[src/rtl/flag_unit_pkg.sv]
// Shared constants and condition evaluation for the NZCV flag unit.
package flag_unit_pkg;

  localparam logic [3:0] OP_ADD = 4'd0;
  localparam logic [3:0] OP_SUB = 4'd1;
  localparam logic [3:0] OP_MUL = 4'd2;
  localparam logic [3:0] OP_CMP = 4'd11;

  localparam logic [2:0] CC_AL = 3'b000;
  localparam logic [2:0] CC_EQ = 3'b001;
  localparam logic [2:0] CC_GE = 3'b010;
  localparam logic [2:0] CC_LT = 3'b011;
  localparam logic [2:0] CC_NE = 3'b100;
  localparam logic [2:0] CC_CS = 3'b101;
  localparam logic [2:0] CC_CC = 3'b110;
  localparam logic [2:0] CC_GT = 3'b111;

  localparam int unsigned FLAG_N = 3;
  localparam int unsigned FLAG_Z = 2;
  localparam int unsigned FLAG_C = 1;
  localparam int unsigned FLAG_V = 0;

  // Evaluate a condition code against a {N,Z,C,V} flag vector.
  function automatic logic cond_eval(input logic [2:0] cc, input logic [3:0] f);
    logic res;
    res = 1'b1;
    case (cc)
      CC_AL: res = 1'b1;
      CC_EQ: res = f[FLAG_Z];
      CC_GE: res = (f[FLAG_N] == f[FLAG_V]);
      CC_LT: res = (f[FLAG_N] != f[FLAG_V]);
      CC_NE: res = !f[FLAG_Z];
      CC_CS: res = f[FLAG_C];
      CC_CC: res = !f[FLAG_C];
      CC_GT: res = !f[FLAG_Z] && (f[FLAG_N] == f[FLAG_V]);
      default: res = 1'b1;
    endcase
    return res;
  endfunction

endpackage

[src/rtl/flag_stack.sv]
// Parametrised LIFO used to save/restore flags around interrupts; sticky error on misuse.
module flag_stack #(
  parameter int unsigned WIDTH = 4,
  parameter int unsigned DEPTH = 4
) (
  input  logic             clk,
  input  logic             rst_n,
  input  logic             push,
  input  logic             pop,
  input  logic             err_clr,
  input  logic [WIDTH-1:0] din,
  output logic [WIDTH-1:0] dout,
  output logic             restore_c,
  output logic             full,
  output logic             empty,
  output logic             err
);

  localparam int unsigned CW = $clog2(DEPTH + 1);
  localparam int unsigned AW = (DEPTH > 1) ? $clog2(DEPTH) : 1;

  logic [WIDTH-1:0] mem [DEPTH];
  logic [CW-1:0]    count;
  logic [CW-1:0]    count_nxt;
  logic             push_ok;
  logic             err_set;

  // Simultaneous push and pop is treated as a conflict and both are dropped.
  always_comb begin
    push_ok   = push && !pop && !full;
    restore_c = pop && !push && !empty;
    err_set   = (push && pop) || (push && !pop && full) || (pop && !push && empty);
    count_nxt = count;
    if (push_ok)   count_nxt = count + CW'(1);
    if (restore_c) count_nxt = count - CW'(1);
    dout = empty ? '0 : mem[AW'(count - CW'(1))];
  end

  always_ff @(posedge clk or negedge rst_n) begin
    if (!rst_n) begin
      count <= '0;
      full  <= 1'b0;
      empty <= 1'b1;
      err   <= 1'b0;
    end else begin
      count <= count_nxt;
      full  <= (count_nxt == CW'(DEPTH));
      empty <= (count_nxt == '0);
      err   <= err_set || (err && !err_clr);
    end
  end

  // Storage needs no reset; only entries below count are ever read.
  always_ff @(posedge clk) begin
    if (push_ok) mem[AW'(count)] <= din;
  end

endmodule

[src/rtl/flag_unit.sv]
// Registered NZCV flags with condition evaluation and an interrupt flag-save stack.
module flag_unit
  import flag_unit_pkg::*;
#(
  parameter int unsigned DATA_W         = 16,
  parameter bit          MUL_SETS_FLAGS = 1'b0,
  parameter int unsigned STACK_DEPTH    = 4
) (
  input  logic              clk,
  input  logic              rst_n,
  input  logic              valid,
  input  logic [3:0]        opcode,
  input  logic [2:0]        cond_code,
  input  logic [DATA_W-1:0] result,
  input  logic              ovf_add,
  input  logic              c_add,
  input  logic              ovf_sub,
  input  logic              c_sub,
  input  logic              push,
  input  logic              pop,
  input  logic              err_clr,
  output logic [3:0]        flags_q,
  output logic              cond_pass,
  output logic              stack_full,
  output logic              stack_empty,
  output logic              stack_err
);

  logic [3:0] flags_upd;
  logic [3:0] stack_dout;
  logic       restore_c;
  logic       set_nz;
  logic       sel_add;
  logic       sel_sub;
  logic       fire;

  assign cond_pass = cond_eval(cond_code, flags_q);

  // Decode which flag fields the retiring instruction writes; MUL leaves C/V alone.
  always_comb begin
    set_nz    = 1'b0;
    sel_add   = 1'b0;
    sel_sub   = 1'b0;
    flags_upd = flags_q;
    case (opcode)
      OP_ADD: begin set_nz = 1'b1; sel_add = 1'b1; end
      OP_SUB,
      OP_CMP: begin set_nz = 1'b1; sel_sub = 1'b1; end
      OP_MUL: set_nz = MUL_SETS_FLAGS;
      default: ;
    endcase
    if (set_nz) begin
      flags_upd[FLAG_N] = result[DATA_W-1];
      flags_upd[FLAG_Z] = (result == '0);
    end
    if (sel_add) begin
      flags_upd[FLAG_C] = c_add;
      flags_upd[FLAG_V] = ovf_add;
    end
    if (sel_sub) begin
      flags_upd[FLAG_C] = c_sub;
      flags_upd[FLAG_V] = ovf_sub;
    end
    fire = valid && cond_pass && set_nz;
  end

  // A successful pop takes priority over any instruction update.
  always_ff @(posedge clk or negedge rst_n) begin
    if (!rst_n) begin
      flags_q <= 4'b0000;
    end else if (restore_c) begin
      flags_q <= stack_dout;
    end else if (fire) begin
      flags_q <= flags_upd;
    end
  end

  flag_stack #(
    .WIDTH (4),
    .DEPTH (STACK_DEPTH)
  ) u_stack (
    .clk       (clk),
    .rst_n     (rst_n),
    .push      (push),
    .pop       (pop),
    .err_clr   (err_clr),
    .din       (flags_q),
    .dout      (stack_dout),
    .restore_c (restore_c),
    .full      (stack_full),
    .empty     (stack_empty),
    .err       (stack_err)
  );

endmodule

[config.mk]
export PLATFORM = sky130hd
export DESIGN_NAME = flag_unit
export DESIGN_NICKNAME = d
export VERILOG_FILES = /design/src/rtl/flag_unit_pkg.sv /design/src/rtl/flag_stack.sv /design/src/rtl/flag_unit.sv
export SDC_FILE = /design/constraint.sdc
export NUM_CORES = 1
export LEC_CHECK = 0
export BUFFER_PORTS_ARGS = -buffer_cell sky130_fd_sc_hd__buf_2
export CAP_MARGIN = 20
export CORE_MARGIN = 3
export CORE_UTILIZATION = 45
export CTS_CLUSTER_SIZE = 28
export DETAILED_ROUTE_END_ITERATION = 8
export PLACE_DENSITY = 0.7
export SLEW_MARGIN = 0
export SYNTH_ARGS = -nofsm -noshare
export SYNTH_HDL_FRONTEND = slang
export SYNTH_SLANG_ARGS = --single-unit
export TNS_END_PERCENT = 100
[constraint.sdc]
create_clock -name clk -period 2.5 [get_ports clk]
set_input_delay 0.375 -clock clk [delete_from_list [all_inputs] [get_ports clk]]
set_output_delay 0.375 -clock clk [all_outputs]
set_load 0.005 [all_outputs]
==> results of run 1 <==
[worst register-to-register path: cells and delay by family (launching register included)]
family                   cells  cell delay (ps)
AND/OR/NAND/NOR              1               80
flip-flops                   1              420
multiplexers                 1              380
AO/OA/AOI/OAI                1              240
adder cells (fa/ha/maj)      1              450
buffers and inverters        1              110
[cell usage after synthesis (all sizes together), types with 2 or more instances]
cell type and number:
dfrtp 9, and2 4, nand2 5, xnor2 3, nor4 5, mux2 3, ha 5, nand3 4
nor3b 2, a21oi 9, mux4 4, o21ai 3, nor2 9, edfxtp 16, o211ai 4, nor2b 5
inv 4, clkbuf 2, or3 3
[power by group through the flow]
stage | Sequential (mW) | Combinational [mW] | Clock (mW)
finish | 0.707 | 0.680 | 0.281
global route | 0.724 | 0.754 | 0.308
CTS | 0.708 | 0.685 | 0.290
detailed placement | 0.720 | 0.677 | 0
global placement | 0.705 | 0.676 | 0
floorplan | 0.699 | 0.475 | 0
[layer usage]
layer	wire length, um	share of wire
met5	0	0
met1	1330	0.49
met2	1250	0.45
met4	21	0.0077
met3	138	0.050
[cell type report]
class                           instances  share of cell area
Clock inverter                          1              0.0175
Inverter                                4             0.00875
Clock buffer                            3              0.0131
Sequential cell                        26               0.427
Timing Repair Buffer                   42               0.127
Multi-Input combinational cell         80               0.376
Tap cell                               42              0.0306
[kinds of logic (layout without fill, tap and decap cells)]
| kind of cell | Yosys count | count (layout) | share of synthesized area |
|---|---|---|---|
| buf+inv | 7 | 50 | 0.0196 |
| compound gates | 22 | 22 | 0.121 |
| flops | 26 | 26 | 0.521 |
| fa+ha+maj | 5 | 5 | 0.0445 |
| mux | 7 | 7 | 0.0882 |
| simple gates | 42 | 42 | 0.175 |
| xor+xnor | 4 | 4 | 0.0303 |
[worst paths after layout]
path,endpoint,slack [ps],cells past startpoint
worst max-delay path,cond_pass,220,4
worst min-delay path,u_stack.err$_DFF_PN0_,230,2
worst max register to register,u_stack.full$_DFF_PN0_,720,5
worst min register to register,u_stack.count[2]$_DFF_PN0_,530,1
max in group asynchronous,u_stack.empty$_DFF_PN1_,1810,2
min in group asynchronous,flags_q[2]$_DFFE_PN0P_,430,2
[sequential cells by signal, summed over array words and instances, names as in the netlist]
name           cells
u_stack.count      3
u_stack.full       1
u_stack.mem       16
u_stack.empty      1
flags_q            4
u_stack.err        1
==> flow_summary_export.csv, run 1 <==
group,metric,value,unit
drt,routed_wl,2740,um
setup_path,critical_path_peak_fanout,7,
synthesis,synth_edf_count,16,
setup_path,start_kind,"register",
cts,postCtsHoldBufs,1,
setup_path,r2r-start,"u_stack.count[1]$_DFF_PN0_",
floorplan,ios,41,
synthesis,ys_ff_latch,26,
global_routing,grt.total_usage,0.162,
floorplan,core-area,2880,um2
cells_and_area,multi_input_area,646,um2
cells_and_area,most-common-layout-cells,"buf_2, edfxtp_1, nor2_1, a21oi_1, dfrtp_1",
global_routing,grtUsageMet3,0.0310,
drt,drt-vias-per-instance,5.22,
cells_and_area,final_common_cell,"buf_2",
cts,cts_max_path_buffers,2,
placed_design,place_inst,193,
drt,drc,0,
timing,finalCriticalPeriod,2280,ps
cts,worst_skew_pair.late_latency,310,ps
flow_run,drv_cap,0,
timing,finClkSkew,7.74,ps
timing,slew_headroom,0.589,
power,switchingPower,573,uW
placed_design,placed_area,1650,um2
synthesis,ys_warn_count,0,
setup_path,path_delay_family,"compound AO/OA/AOI/OAI gates",
min_path,hp-start,"err_clr",
setup_path,cp_data_arrival_time,1900,ps
power,switching_share,0.343,
global_routing,grt_max_degree,16,
power,p_per_area,972,nW/um2
floorplan,die_h,61.9,um
drt,post_drt_wl_per_cell,13.8,um
power,power.total,1.67,mW
power,p_int,1.10,mW
setup_path,startpoint,"flags_q[0]$_DFFE_PN0P_",
cts,cts_max_level,1,
timing,period_share,0.911,
drt,drt_iter0_markers,20,
synthesis,ys_seq_area_frac,0.521,
drt,vias,1034,
global_routing,grt_overflow_total,0,
timing,setup_violations,0,
synthesis,netlist_instances,113,
timing,rsz0062_at_grt,"no",
cells_and_area,diodes,0,
cells_and_area,fin_util,0.596,
synthesis,ys_top_cells_by_area,"edfxtp_1, dfrtp_1, mux4_2",
drt,dr.pass1.iters,4,
cts,path_clk_slew,130,ps
global_routing,antenna_found_initial,0,
global_routing,grt_pass1_vias,995,
setup_path,required,2120,ps
synthesis,synth_nets,151,
cts,cts_buffers,3,
floorplan,initial_utilization,0.488,
cells_and_area,stdcell_area,1720,um2
timing,final-hold-violation-count,0,
power,leakagePower,0.698,nW
cells_and_area,fin_nets,195,
setup_path,path_cells,"xor2_1, o31ai_1, or2_4, buf_2",
placed_design,port_buffers,40,
drt,ant_nets,0,
setup_path,crit_path_max_incr_delay,540,ps
synthesis,synth.distinct_cells,40,
timing,hold-worst-slack,227,ps
floorplan,rows,19,
cells_and_area,seq_area,732,um2
min_path,worst_hold_path_type,"in2reg",
status,outcome,"finished clean",
global_routing,met1_usage,0.237,
synthesis,synth_ff_type,"edfxtp_1",
synthesis,synthesis.area,1410,um2
cells_and_area,drive_gt1_frac,0.404,
cells_and_area,n_fill_cell,244,
timing,maxSlewViolCount,0,
timing,timing.fmax,0.439,GHz
placed_design,dp_slack,585,ps
power,p_seq_frac,0.424,
power,p_comb_frac,0.408,
floorplan,die-area,3830,um2
placed_design,post-dp-hpwl,2200,um
placed_design,place_congestion,0.770,
cts,root_buffer,"clkbuf_4",
synthesis,postSynth.asyncResetShare,0.385,
timing,tightest_slew,611,ps
cts,postCtsResizedCells,0,
cells_and_area,final_cells,198,
power,pwr-share-clk,0.169,
floorplan,die_x,61.9,um
global_routing,grt_busiest_layer,"met2",
cells_and_area,synthToLayoutAreaGrowth,22.1,%
global_routing,met2_usage,0.253,
power,peakVddDrop,506,uV
setup_path,crit_buf_inv,1,
global_routing,grt_pass1_wl,4570,um
setup_path,timing.critical_path.to_type,"primary output",
setup_path,crit_type,"reg2out",
cts,cts_tree,"done",
timing,setup-tns-final,0,ps
synthesis,syn_area_per_cell,12.4,um2
cts,post-cts-setup-buffer-count,0,
setup_path,slowest_stage,"o31ai_1",
timing,final.setup.worst_slack,222,ps
synthesis,synth.largest_area_cell,"edfxtp_1",
synthesis,yosysTopAreaCellShare,0.342,
cts,clock-sinks,26,
No activity file was read; power rests on OpenSTA's default activity.
==> run 2, diff against run 1 <==
--- a/config.mk
+++ b/config.mk
@@ -9,6 +9,7 @@
 export CAP_MARGIN = 20
 export CORE_MARGIN = 3
 export CORE_UTILIZATION = 45
+export CTS_CLUSTER_DIAMETER = 40
 export CTS_CLUSTER_SIZE = 28
 export DETAILED_ROUTE_END_ITERATION = 8
 export PLACE_DENSITY = 0.7
==> constraint.sdc (replaced) <==
create_clock -name clk -period 2.8 [get_ports clk]
set_input_delay 0.42 -clock clk [delete_from_list [all_inputs] [get_ports clk]]
set_output_delay 0.42 -clock clk [all_outputs]
set_load 0.005 [all_outputs]
==> flow_summary_export.csv, run 2 (synthesis results as in run 1) <==
group,metric,value,unit
power,p_comb_frac,0.406,
timing,setup_violations,0,
setup_path,cp_data_arrival_time,1950,ps
floorplan,die_x,61.9,um
power,pwr-share-clk,0.115,
setup_path,crit_buf_inv,1,
power,p_int,875,uW
cells_and_area,reg_top3,"u_stack.mem x16, flags_q x4, u_stack.count x3",
cts,root_buffer,"clkbuf_4",
global_routing,grt_pass1_vias,997,
setup_path,required,2380,ps
placed_design,placed_area,1650,um2
cells_and_area,final_common_cell,"buf_2",
setup_path,timing.critical_path.to_type,"primary output",
setup_path,start_kind,"register",
timing,final-hold-violation-count,0,
cts,postCtsResizedCells,0,
drt,dr.pass1.iters,4,
cts,clock-sinks,26,
power,power.total,1.38,mW
cts,post-cts-setup-buffer-count,0,
timing,setup-tns-final,0,ps
cts,cts_max_path_buffers,2,
setup_path,path_delay_family,"compound AO/OA/AOI/OAI gates",
timing,maxSlewViolCount,0,
cells_and_area,largest_reg_flops,16,
power,p_per_area,819,nW/um2
cells_and_area,fin_util,0.585,
timing,final.setup.worst_slack,434,ps
power,switchingPower,501,uW
floorplan,die-area,3830,um2
drt,drc,0,
flow_run,drv_cap,0,
global_routing,grt.total_usage,0.167,
cells_and_area,fin_nets,194,
drt,post_drt_wl_per_cell,14.1,um
cts,cts_tree,"done",
power,peakVddDrop,381,uV
cts,cts_max_level,1,
power,p_seq_frac,0.479,
setup_path,path_cells,"xor2_1, o31ai_1, or2_4, buf_2",
placed_design,place_inst,192,
global_routing,antenna_found_initial,0,
timing,finClkSkew,8.60,ps
timing,rsz0062_at_grt,"no",
placed_design,dp_slack,756,ps
drt,routed_wl,2770,um
floorplan,core-area,2880,um2
timing,slew_headroom,0.582,
floorplan,rows,19,
cells_and_area,top_register,"u_stack.mem",
cells_and_area,diodes,0,
placed_design,port_buffers,40,
setup_path,crit_path_max_incr_delay,550,ps
power,leakagePower,0.681,nW
timing,finalCriticalPeriod,2370,ps
setup_path,critical_path_peak_fanout,7,
power,switching_share,0.364,
floorplan,die_h,61.9,um
timing,tightest_slew,622,ps
setup_path,crit_type,"reg2out",
cts,path_clk_slew,140,ps
drt,drt-vias-per-instance,5.23,
status,outcome,"finished clean",
cells_and_area,final_cells,197,
cts,worst_skew_pair.late_latency,320,ps
setup_path,slowest_stage,"o31ai_1",
timing,timing.fmax,0.423,GHz
floorplan,initial_utilization,0.488,
cells_and_area,n_fill_cell,240,
placed_design,post-dp-hpwl,2180,um
cells_and_area,drive_gt1_frac,0.394,
floorplan,ios,41,
drt,vias,1031,
placed_design,place_congestion,0.775,
min_path,worst_hold_path_type,"in2reg",
cells_and_area,synthToLayoutAreaGrowth,19.7,%
cells_and_area,stdcell_area,1680,um2
timing,period_share,0.845,
timing,hold-worst-slack,261,ps
global_routing,grt_max_degree,15,
drt,ant_nets,0,
drt,drt_iter0_markers,33,
cells_and_area,most-common-layout-cells,"buf_2, edfxtp_1, nor2_1, a21oi_1, dfrtp_1",
global_routing,grt_pass1_wl,4620,um
cts,cts_buffers,3,
global_routing,grt_overflow_total,0,
run 2: cell count changes in the layout (fill, tap and decap cells not counted):
cell | previous run | this run
buf_4 | 1 | 0
bufinv_16 | 1 | 0
clkinv_1 | 0 | 1
run 2: path summary, 6_finish.rpt:
kind | start | endpoint | slack [ps] | cells after the start
max in group asynchronous | rst_n | u_stack.empty$_DFF_PN1_ | 2070 | 2
min in group asynchronous | rst_n | u_stack.count[2]$_DFF_PN0_ | 480 | 2
setup reg to reg | u_stack.count[0]$_DFF_PN0_ | flags_q[0]$_DFFE_PN0P_ | 770 | 5
setup / recovery | flags_q[0]$_DFFE_PN0P_ | cond_pass | 430 | 4
hold reg to reg | u_stack.count[2]$_DFF_PN0_ | u_stack.count[2]$_DFF_PN0_ | 520 | 1
hold / removal | err_clr | u_stack.err$_DFF_PN0_ | 260 | 2
run 2: cell type report:
cell class              instances  area (um2)  share of cell area
multi-input cells              80         646               0.384
flip-flops and latches         26         732               0.435
clock inverters                 1        3.75             0.00223
repair buffers                 41         210               0.125
well taps                      42        52.6              0.0313
clock buffers                   3        22.5              0.0134
inverters                       4        15.0             0.00893
run 2: what timing repair did:
item                                    CTS  global route
hold endpoints to repair                  9             0
hold buffers                              1             0
endpoints found under the setup margin    0             0
run 2: power groups by stage:
| stage | registers (mW) | clock network (mW) | logic, mW |
|---|---|---|---|
| floorplan | 0.624 | 0 | 0.424 |
| global placement | 0.667 | 0 | 0.540 |
| global route | 0.678 | 0.175 | 0.633 |
| detailed placement | 0.670 | 0 | 0.557 |
| CTS | 0.662 | 0.166 | 0.564 |
| finish | 0.659 | 0.159 | 0.559 |
run 2: worst reg2reg max path: stages, from the launching register on:
cell,delay (ps)
dfrtp_1,630
inv_1,150
ha_1,460
mux4_2,360
a21oi_1,210
o211ai_2,110
run 2: metal layers:
layer / track usage / vias to the layer above / wire [um]
li1: - / 510 / -
met5: 0 / - / 0
met3: 0.0393 / 4 / 200
met2: 0.245 / 45 / 1240
met4: 0.0727 / 0 / 50
met1: 0.237 / 472 / 1280
==> run 3, diff against run 2 <==
--- a/config.mk
+++ b/config.mk
@@ -12,7 +12,7 @@
 export CTS_CLUSTER_DIAMETER = 40
 export CTS_CLUSTER_SIZE = 28
 export DETAILED_ROUTE_END_ITERATION = 8
-export PLACE_DENSITY = 0.7
+export PLACE_DENSITY = 0.73
 export SLEW_MARGIN = 0
 export SYNTH_ARGS = -nofsm -noshare
 export SYNTH_HDL_FRONTEND = slang
==> constraint.sdc (replaced) <==
create_clock -name clk -period 2.1 [get_ports clk]
set_input_delay 0.315 -clock clk [delete_from_list [all_inputs] [get_ports clk]]
set_output_delay 0.315 -clock clk [all_outputs]
set_load 0.005 [all_outputs]
==> flow_summary_export.csv, run 3 (synthesis results as in run 1) <==
group,metric,value,unit
drt,post_drt_wl_per_cell,13.3,um
cts,cts_tree,"done",
global_routing,grt_pass1_wl,4460,um
setup_path,timing.critical_path.to_type,"primary output",
timing,period_share,0.954,
cells_and_area,reg_top3,"u_stack.mem x16, flags_q x4, u_stack.count x3",
timing,rsz0062_at_grt,"no",
cts,cts_max_level,1,
setup_path,cp_data_arrival_time,1690,ps
timing,final.setup.worst_slack,96.2,ps
drt,drt-vias-per-instance,5.17,
cells_and_area,fin_nets,203,
timing,hold-worst-slack,156,ps
floorplan,ios,41,
timing,finClkSkew,7.71,ps
cts,worst_skew_pair.late_latency,320,ps
drt,dr.pass1.iters,4,
power,switchingPower,717,uW
drt,routed_wl,2750,um
setup_path,critical_path_peak_fanout,7,
cells_and_area,diodes,0,
placed_design,dp_slack,299,ps
power,p_comb_frac,0.444,
floorplan,initial_utilization,0.488,
setup_path,start_kind,"register",
timing,tightest_slew,400,ps
timing,final-hold-violation-count,0,
power,p_int,1.39,mW
flow_run,drv_cap,0,
cts,root_buffer,"clkbuf_4",
min_path,worst_hold_path_type,"in2reg",
cells_and_area,fin_util,0.623,
drt,drt_iter0_markers,19,
timing,maxSlewViolCount,0,
floorplan,core-area,2880,um2
power,power.total,2.11,mW
power,p_per_area,1180,nW/um2
drt,vias,1066,
timing,timing.fmax,0.499,GHz
drt,ant_nets,0,
power,peakVddDrop,693,uV
setup_path,required,1780,ps
power,leakagePower,0.738,nW
timing,finalCriticalPeriod,2000,ps
cells_and_area,top_register,"u_stack.mem",
cells_and_area,synthToLayoutAreaGrowth,27.5,%
global_routing,antenna_found_initial,0,
global_routing,grt.total_usage,0.163,
setup_path,crit_type,"reg2out",
timing,setup_violations,0,
cells_and_area,largest_reg_flops,16,
placed_design,port_buffers,40,
power,pwr-share-clk,0.161,
floorplan,die-area,3830,um2
drt,drc,0,
cts,cts_max_path_buffers,2,
cts,cts_buffers,3,
cts,path_clk_slew,140,ps
placed_design,post-dp-hpwl,2150,um
cts,clock-sinks,26,
cells_and_area,n_fill_cell,235,
timing,setup-tns-final,0,ps
placed_design,place_congestion,0.798,
cells_and_area,drive_gt1_frac,0.463,
floorplan,die_x,61.9,um
global_routing,grt_max_degree,16,
floorplan,die_h,61.9,um
cells_and_area,most-common-layout-cells,"buf_2, edfxtp_1, nor2_1, a21oi_1, buf_4",
cells_and_area,final_common_cell,"buf_2",
global_routing,grt_overflow_total,0,
power,switching_share,0.340,
status,outcome,"finished clean",
timing,slew_headroom,0.732,
global_routing,grt_pass1_vias,1021,
power,p_seq_frac,0.395,
floorplan,rows,19,
-- run 3: timing repair --
action / CTS / global route
endpoints found under the setup margin: 1 / 1
hold buffers: 1 / 0
hold endpoints to repair: 9 / 0
resized for setup: 2 / 3
pin swaps: 1 / 2
setup buffers: 1 / 3
-- run 3: worst max-delay path: stages (launching register included) --
cell and delay, ps:
dfrtp_2 480, xor2_2 200, o31a_2 310, o31ai_2 80
or2_4 180, buf_2 110
-- run 3: power by group through the flow --
stage,Clock [mW],Combinational [mW],Sequential (mW)
2_1_floorplan,0,0.565,0.832
3_3_place_gp,0,0.851,0.827
3_5_place_dp,0,0.855,0.837
4_1_cts,0.344,0.878,0.833
5_1_grt,0.363,1.05,0.855
6_report,0.340,0.938,0.833
-- run 3: per-layer routing --
metal,vias up,GRT usage,routed length [um],share of wire
li1,525,-,-,-
met3,6,0.0475,244,0.089
met2,44,0.244,1230,0.45
met1,491,0.216,1210,0.44
met5,-,0,0,0
met4,0,0.0818,67,0.024
-- run 3: cell type report --
type	instances	area, um2	share of cell area
Clock buffer	3	22.5	0.0126
Inverter	4	15.0	0.00838
Sequential cell	26	736	0.411
Timing Repair Buffer	50	278	0.155
Multi-Input combinational cell	80	658	0.367
Clock inverter	1	30.0	0.0168
Tap cell	42	52.6	0.0293
-- run 3: worst paths after layout --
kind / cells past startpoint / start / to / slack, ps
setup / recovery: 5 / flags_q[3]$_DFFE_PN0P_ / cond_pass / 100
setup reg to reg: 5 / u_stack.count[1]$_DFF_PN0_ / flags_q[0]$_DFFE_PN0P_ / 310
hold / removal: 2 / err_clr / u_stack.err$_DFF_PN0_ / 160
hold reg to reg: 1 / u_stack.count[2]$_DFF_PN0_ / u_stack.count[2]$_DFF_PN0_ / 510
max in group asynchronous: 2 / rst_n / u_stack.empty$_DFF_PN1_ / 1470
min in group asynchronous: 2 / rst_n / flags_q[2]$_DFFE_PN0P_ / 360
-- run 3: metrics by stage --
| step | instances | instance area [um2] |
|---|---|---|
| 6_report | 206 | 1790 |
| 5_1_grt | 206 | 1790 |
| 4_1_cts | 203 | 1760 |
| 3_5_place_dp | 197 | 1680 |
| 2_1_floorplan | 113 | 1410 |
| 3_3_place_gp | 197 | 1680 |
